<file path="src/rtl/eth_tx_arb_pkg.sv">
// Shared state type, statistics widths and round-robin helper for eth_tx_frame_arbiter.
package eth_tx_arb_pkg;

    typedef enum logic [1:0] {
        ARB_IDLE,
        ARB_BUSY,
        ARB_DROP
    } arb_state_e;

    localparam int unsigned STAT_FRAMES_W = 32;
    localparam int unsigned STAT_TRUNC_W  = 16;
    localparam int unsigned RR_MAX_CH     = 16;

    // Unused request bits are zero, so a 16-way wrap behaves like a wrap modulo the channel count.
    function automatic logic [3:0] rr_next(input logic [RR_MAX_CH-1:0] req,
                                           input logic [3:0]           last);
        logic [3:0] idx;
        rr_next = last;
        for (int k = RR_MAX_CH; k >= 1; k--) begin
            idx = last + 4'(k);
            if (req[idx]) rr_next = idx;
        end
    endfunction

endpackage

</file>
<file path="src/rtl/eth_tx_arb_rr_select.sv">
// Combinational round-robin picker: first requester after 'last', wrapping.
module eth_tx_arb_rr_select
    import eth_tx_arb_pkg::*;
#(
    parameter int unsigned N  = 4,
    parameter int unsigned GW = 2
) (
    input  logic [N-1:0]  req_i,
    input  logic [GW-1:0] last_i,
    output logic [GW-1:0] grant_o,
    output logic          valid_o
);

    logic [RR_MAX_CH-1:0] req_ext;
    logic [3:0]           pick;

    assign req_ext = RR_MAX_CH'(req_i);
    assign pick    = rr_next(req_ext, 4'(last_i));
    assign grant_o = GW'(pick);
    assign valid_o = |req_i;

endmodule

</file>
<file path="src/rtl/eth_tx_frame_arbiter.sv">
// N-channel frame-atomic round-robin AXI-Stream TX arbiter with max-length truncation.
// Per-channel statistics are built only when ETH_TX_ARB_STATS_EN is defined.
module eth_tx_frame_arbiter
    import eth_tx_arb_pkg::*;
#(
    parameter int unsigned CHANNELS   = 4,
    parameter int unsigned DATA_WIDTH = 8,
    parameter int unsigned MAX_BEATS  = 1518,
    localparam int unsigned GW        = (CHANNELS > 1) ? $clog2(CHANNELS) : 1
) (
    input  logic                                clk,
    input  logic                                rst,
    input  logic [CHANNELS*DATA_WIDTH-1:0]      s_axis_tdata,
    input  logic [CHANNELS-1:0]                 s_axis_tvalid,
    output logic [CHANNELS-1:0]                 s_axis_tready,
    input  logic [CHANNELS-1:0]                 s_axis_tlast,
    input  logic [CHANNELS-1:0]                 s_axis_tuser,
    output logic [DATA_WIDTH-1:0]               m_axis_tdata,
    output logic                                m_axis_tvalid,
    input  logic                                m_axis_tready,
    output logic                                m_axis_tlast,
    output logic                                m_axis_tuser,
    output logic [GW-1:0]                       grant_id,
    output logic                                busy,
    output logic [CHANNELS*STAT_FRAMES_W-1:0]   stat_frames,
    output logic [CHANNELS*STAT_TRUNC_W-1:0]    stat_trunc
);

    localparam int unsigned   CW       = $clog2(MAX_BEATS + 1);
    localparam logic [CW-1:0] MaxCnt   = CW'(MAX_BEATS);
    localparam logic [GW-1:0] LastInit = GW'(CHANNELS - 1);

    arb_state_e state_q, state_d;
    logic [GW-1:0]         grant_q, grant_d, last_q, last_d;
    logic [CW-1:0]         cnt_q, cnt_d, cnt_inc;
    logic [DATA_WIDTH-1:0] m_data_q, m_data_d;
    logic                  m_valid_q, m_valid_d, m_last_q, m_last_d, m_user_q, m_user_d;

    logic [DATA_WIDTH-1:0] ch_data [CHANNELS];
    logic [DATA_WIDTH-1:0] src_data;
    logic                  src_valid, src_last, src_user;
    logic [GW-1:0]         sel_grant;
    logic                  sel_valid, out_ready, accept, hit_max, trunc;

    for (genvar i = 0; i < CHANNELS; i++) begin : g_unpack
        assign ch_data[i] = s_axis_tdata[i*DATA_WIDTH +: DATA_WIDTH];
    end

    eth_tx_arb_rr_select #(
        .N  (CHANNELS),
        .GW (GW)
    ) u_rr_select (
        .req_i   (s_axis_tvalid),
        .last_i  (last_q),
        .grant_o (sel_grant),
        .valid_o (sel_valid)
    );

    assign src_valid = s_axis_tvalid[grant_q];
    assign src_last  = s_axis_tlast[grant_q];
    assign src_user  = s_axis_tuser[grant_q];
    assign src_data  = ch_data[grant_q];
    assign out_ready = !m_valid_q || m_axis_tready;
    assign accept    = src_valid && s_axis_tready[grant_q];
    assign cnt_inc   = cnt_q + CW'(1);
    assign hit_max   = (cnt_inc == MaxCnt);
    assign trunc     = hit_max && !src_last;

    always_comb begin
        s_axis_tready = '0;
        case (state_q)
            ARB_BUSY: s_axis_tready[grant_q] = out_ready;
            ARB_DROP: s_axis_tready[grant_q] = 1'b1;
            default:  s_axis_tready = '0;
        endcase
    end

    always_comb begin
        state_d   = state_q;
        grant_d   = grant_q;
        last_d    = last_q;
        cnt_d     = cnt_q;
        m_data_d  = m_data_q;
        m_valid_d = m_valid_q && !m_axis_tready;
        m_last_d  = m_last_q;
        m_user_d  = m_user_q;
        case (state_q)
            ARB_IDLE: begin
                if (sel_valid) begin
                    grant_d = sel_grant;
                    cnt_d   = '0;
                    state_d = ARB_BUSY;
                end
            end
            ARB_BUSY: begin
                if (accept) begin
                    cnt_d     = cnt_inc;
                    m_data_d  = src_data;
                    m_valid_d = 1'b1;
                    m_last_d  = src_last || hit_max;
                    m_user_d  = src_user || trunc;
                    if (src_last) begin
                        state_d = ARB_IDLE;
                        last_d  = grant_q;
                    end else if (hit_max) begin
                        state_d = ARB_DROP;
                    end
                end
            end
            ARB_DROP: begin
                // Remainder of an oversize frame is swallowed here.
                if (accept && src_last) begin
                    state_d = ARB_IDLE;
                    last_d  = grant_q;
                end
            end
            default: state_d = ARB_IDLE;
        endcase
    end

    always_ff @(posedge clk or posedge rst) begin
        if (rst) begin
            state_q   <= ARB_IDLE;
            grant_q   <= '0;
            last_q    <= LastInit;
            cnt_q     <= '0;
            m_data_q  <= '0;
            m_valid_q <= 1'b0;
            m_last_q  <= 1'b0;
            m_user_q  <= 1'b0;
        end else begin
            state_q   <= state_d;
            grant_q   <= grant_d;
            last_q    <= last_d;
            cnt_q     <= cnt_d;
            m_data_q  <= m_data_d;
            m_valid_q <= m_valid_d;
            m_last_q  <= m_last_d;
            m_user_q  <= m_user_d;
        end
    end

    assign m_axis_tdata  = m_data_q;
    assign m_axis_tvalid = m_valid_q;
    assign m_axis_tlast  = m_last_q;
    assign m_axis_tuser  = m_user_q;
    assign grant_id      = grant_q;
    assign busy          = (state_q != ARB_IDLE);

`ifdef ETH_TX_ARB_STATS_EN
    logic [STAT_FRAMES_W-1:0] frames_q [CHANNELS];
    logic [STAT_TRUNC_W-1:0]  trunc_q  [CHANNELS];
    logic [GW-1:0]            out_ch_q;
    logic                     frame_done, trunc_evt;

    // Frames are counted as their last beat leaves the output register.
    assign frame_done = m_valid_q && m_axis_tready && m_last_q;
    assign trunc_evt  = (state_q == ARB_BUSY) && accept && trunc;

    always_ff @(posedge clk or posedge rst) begin
        if (rst) begin
            out_ch_q <= '0;
            for (int i = 0; i < CHANNELS; i++) begin
                frames_q[i] <= '0;
                trunc_q[i]  <= '0;
            end
        end else begin
            if ((state_q == ARB_BUSY) && accept) out_ch_q <= grant_q;
            for (int i = 0; i < CHANNELS; i++) begin
                if (frame_done && (out_ch_q == GW'(i)) && (frames_q[i] != '1)) begin
                    frames_q[i] <= frames_q[i] + 1'b1;
                end
                if (trunc_evt && (grant_q == GW'(i)) && (trunc_q[i] != '1)) begin
                    trunc_q[i] <= trunc_q[i] + 1'b1;
                end
            end
        end
    end

    for (genvar i = 0; i < CHANNELS; i++) begin : g_stats
        assign stat_frames[i*STAT_FRAMES_W +: STAT_FRAMES_W] = frames_q[i];
        assign stat_trunc[i*STAT_TRUNC_W +: STAT_TRUNC_W]    = trunc_q[i];
    end
`else
    assign stat_frames = '0;
    assign stat_trunc  = '0;
`endif

endmodule

</file>
<file path="config.mk">
export PLATFORM = sky130hd
export DESIGN_NAME = eth_tx_frame_arbiter
export DESIGN_NICKNAME = d
export VERILOG_FILES = /design/src/rtl/eth_tx_arb_pkg.sv /design/src/rtl/eth_tx_arb_rr_select.sv /design/src/rtl/eth_tx_frame_arbiter.sv
export SDC_FILE = /design/constraint.sdc
export NUM_CORES = 1
export LEC_CHECK = 0
export ABC_AREA = 1
export CAP_MARGIN = 20
export CELL_PAD_IN_SITES_DETAIL_PLACEMENT = 1
export CELL_PAD_IN_SITES_GLOBAL_PLACEMENT = 2
export CORE_MARGIN = 2
export CORE_UTILIZATION = 18
export CTS_BUF_LIST = sky130_fd_sc_hd__clkbuf_16
export DETAILED_ROUTE_END_ITERATION = 10
export GPL_TIMING_DRIVEN = 0
export PLACE_DENSITY = 0.95
export SLEW_MARGIN = 20
export SYNTH_ARGS = -nofsm -noshare
export SYNTH_HDL_FRONTEND = slang
export SYNTH_HIERARCHICAL = 1
export SYNTH_SLANG_ARGS = --single-unit
export TNS_END_PERCENT = 30
</file>
<file path="constraint.sdc">
create_clock -name clk -period 2.77 [get_ports clk]
set_input_delay 0.554 -clock clk [delete_from_list [all_inputs] [get_ports clk]]
set_output_delay 0.554 -clock clk [all_outputs]
set_load 0.02 [all_outputs]
</file>
==> results by group <==
Die
  • Die area: 20600 um^2
  • FP Rows: 51
  • I/O Pins: 257
  • Die height: 143 um
  • Initial core utilization: 18.2%
  • CORE AREA: 19300 um^2
  • Die X: 143 um

STA
  • Period utilisation layout: 97.3%
  • Final setup vio count: 0
  • Max Fclk: 371 MHz
  • Worst Skew: ~6.2 ps
  • Max-slew violation count: 0
  • Worst relative slew slack: 56.2%
  • Hold WS: roughly 500 ps
  • Final Hold Fails: 0
  • TNS Setup: 0 ps
  • Unrepaired setup endpoints after global routing: yes
  • Tmin final: approximately 2700 ps
  • Least-Margin Pin Slew: 656 ps

Job
  • Maximum capacitance violations: 0

Synth
  • Most frequent cell after synthesis: buf_4
  • Seq cells post-synth: 28
  • Post-Synthesis Cells: 492
  • Commonest cells in the netlist: buf_4, nand2_1, inv_1, nand3_1, dfrtp_1
  • Syn. warnings: 6
  • Post-synth top area share: between 40% and 50%
  • Main area contributors after synthesis: buf_4, dfrtp_1, nand2_1
  • Ys flop type: dfrtp_1
  • Synth unique cells: 33
  • Sequential area share after synthesis: between 20% and 30%
  • Mean Syn Cell Area: 7.12 um^2
  • EDFF count, synth: 0
  • Async S/R FF share, synth: 100%
  • Synth Cell Area: 3500 um^2
  • Biggest area consumer among synthesized cells: buf_4

Layout
  • Fillcell total: around 2.5k
  • Design area: 5290 um^2
  • Area grow syn2layout: 50.9%
  • Final #Nets: 806
  • Share of cells above drive strength 1: 30.5%
  • N_diodes: 0

Clocking
  • TritonCTS Buffers: 3
  • Root Driver: clkbuf_16
  • Post-CTS setup buffers: 0
  • Clk slew on worst S/H paths: roughly 80 ps
  • Clock sinks: 28
  • Clock H-tree levels: 1
  • Clk buf depth: 2
  • CTS tree: built
  • Clk_lat worst skew: 270 ps

Setup path
  • CP startpoint kind: flip-flop
  • CP arrival: about 2100 ps
  • FF-to-FF path depth: 10
  • Crit. Startpoint: grant_id[1]
  • CP Capture Type: primary output
  • CP endpoint: s_axis_tready[2]
  • R2R Path Start: state_q[1]
  • Setup CP Type: reg2out
  • WP data required: 2220 ps
  • R2R Path End: m_axis_tdata[4]
  • Reg2reg setup slack: about 700 ps
  • Worst-path maximum fanout: 10

Placed design
  • Port bufs: 64
  • Cell area after placement: slightly above 5000 um^2
  • Final GP Congestion: about 0.77
  • Post-DP HPWL: 9040 um

GRT
  • GR Overflow Total: 0
  • First-pass GRT wire length: about 16000 um
  • Initial antenna violation count: 0
  • Gr usage total: 9.59%
  • Largest net degree at the start of global routing: 29
  • Vias in the first global route: approximately 3.3k

Drt
  • Drt via density: ~3.3
  • First-pass DRT Iterations: 4
  • Post-Route WL: roughly 10000 um
  • DRC errors left: 0
  • DR iter-0 viols: 48
  • Via count: 3367
  • WL/cell: ~10 um
  • Final ANT Viol Nets: 0

Pwr
  • Leakage: 2.99 nW
  • Peak supply drop: 0.219 mV
  • PwrDens: 597 nW/um^2
  • Pwr Total: ~3.2 mW

Hold path
  • Hold Crit Class: reg2reg

Run status
  • Outcome: finished clean
## report_power, final
| part | internal, mW | switching, mW |
|---|---|---|
| sequential | 0.548 | 0.115 |
| combinational | 0.849 | 1.30 |
| clock | 0.194 | 0.153 |
| total | 1.59 | 1.56 |
## state kept, by name, summed over array words and instances, names as in the netlist
name,flops
cnt_q,11
m_axis_tvalid,1
state_q,2
grant_id,2
m_axis_tlast,1
m_axis_tuser,1
last_q,2
m_axis_tdata,8
## worst min path at each step
stage | startpoint | to | slack [ps] | cells past startpoint
final | m_axis_tdata[4] | m_axis_tdata[4] | 500 | 1
after global routing | m_axis_tdata[3] | m_axis_tdata[3] | 520 | 1
after CTS | m_axis_tdata[4] | m_axis_tdata[4] | 500 | 1
after detailed placement | m_axis_tdata[1] | m_axis_tdata[1] | 480 | 1
after global placement | m_axis_tdata[3] | m_axis_tdata[3] | 480 | 1
after floorplan | state_q[1] | state_q[1] | 470 | 2
## what timing repair did
action | CTS | global route
hold buffers | 0 | 0
endpoints found under the setup margin | 4 | 3
resized for setup | 7 | 4
## cell families after synthesis
logic type               share of synthesized area (%)
AO/OA/AOI/OAI                                     8.79
XOR/XNOR                                         0.500
adder cells (fa/ha/maj)                           2.50
buffers and inverters                             46.9
flip-flops                                        20.1
other                                            0.107
AND/OR/NAND/NOR                                   21.2
## per-layer routing
metal	routed length, um	vias to the layer above	track usage, %
li1	-	1693	-
met5	0	-	0
met4	114	0	1.91
met1	3900	1520	10.7
met2	5390	148	18.5
met3	782	6	2.07
## area by class of cell
cell class	count	area [um^2]	area share [%]
Clock inverter	1	3.75	0.0710
Tap cell	265	332	6.27
Buffer	200	1490	28.3
Multi-Input combinational cell	413	1880	35.5
Clock buffer	3	75.1	1.42
Sequential cell	28	703	13.3
Inverter	42	158	2.98
Timing Repair Buffer	64	644	12.2
## through the flow
stage	util (%)	worst slack, ps	std cells
after CTS	27.4	-2.73	1016
final	27.4	74.8	1016
after floorplan	-	764	683
after detailed placement	26.9	-26.0	1012
after global placement	26.9	-42.3	1012
after global routing	27.4	-33.1	1016
## worst max-delay path: stages (launching register included)
cell and delay [ps]:
dfrtp_1 460, inv_2 70, nor2_2 170, buf_2 300, nand3_1 110, a21oi_1 130, clkdlybuf4s50_1 630
## cells in the final DEF (no fill, tap or decap)
cell and n:
buf_4 195, conb_1 192, nand2_1 84, clkdlybuf4s50_1 61, inv_1 36, nand3_1 30, dfrtp_1 26, nor2_1 23
nand4_1 11, a22oi_1 9, a21oi_1 8, o21a_1 8, ha_1 7, o21ai_1 6, inv_2 6, nor2_2 6
o22ai_1 6, o21ai_0 6, nand2_2 3, clkbuf_16 3, buf_2 2, nand3_2 2, a21oi_2 2, clkbuf_4 2
dfstp_2 2, dlymetal6s2s_1 2, nand2_4 2, nor2_4 1, xor2_1 1, xnor2_1 1, clkbuf_2 1, or2_2 1
a21boi_0 1, a2bb2oi_1 1, dlygate4sd2_1 1, o21ai_2 1, or2_1 1, clkinv_1 1
Power figures use the tool's default switching activity.
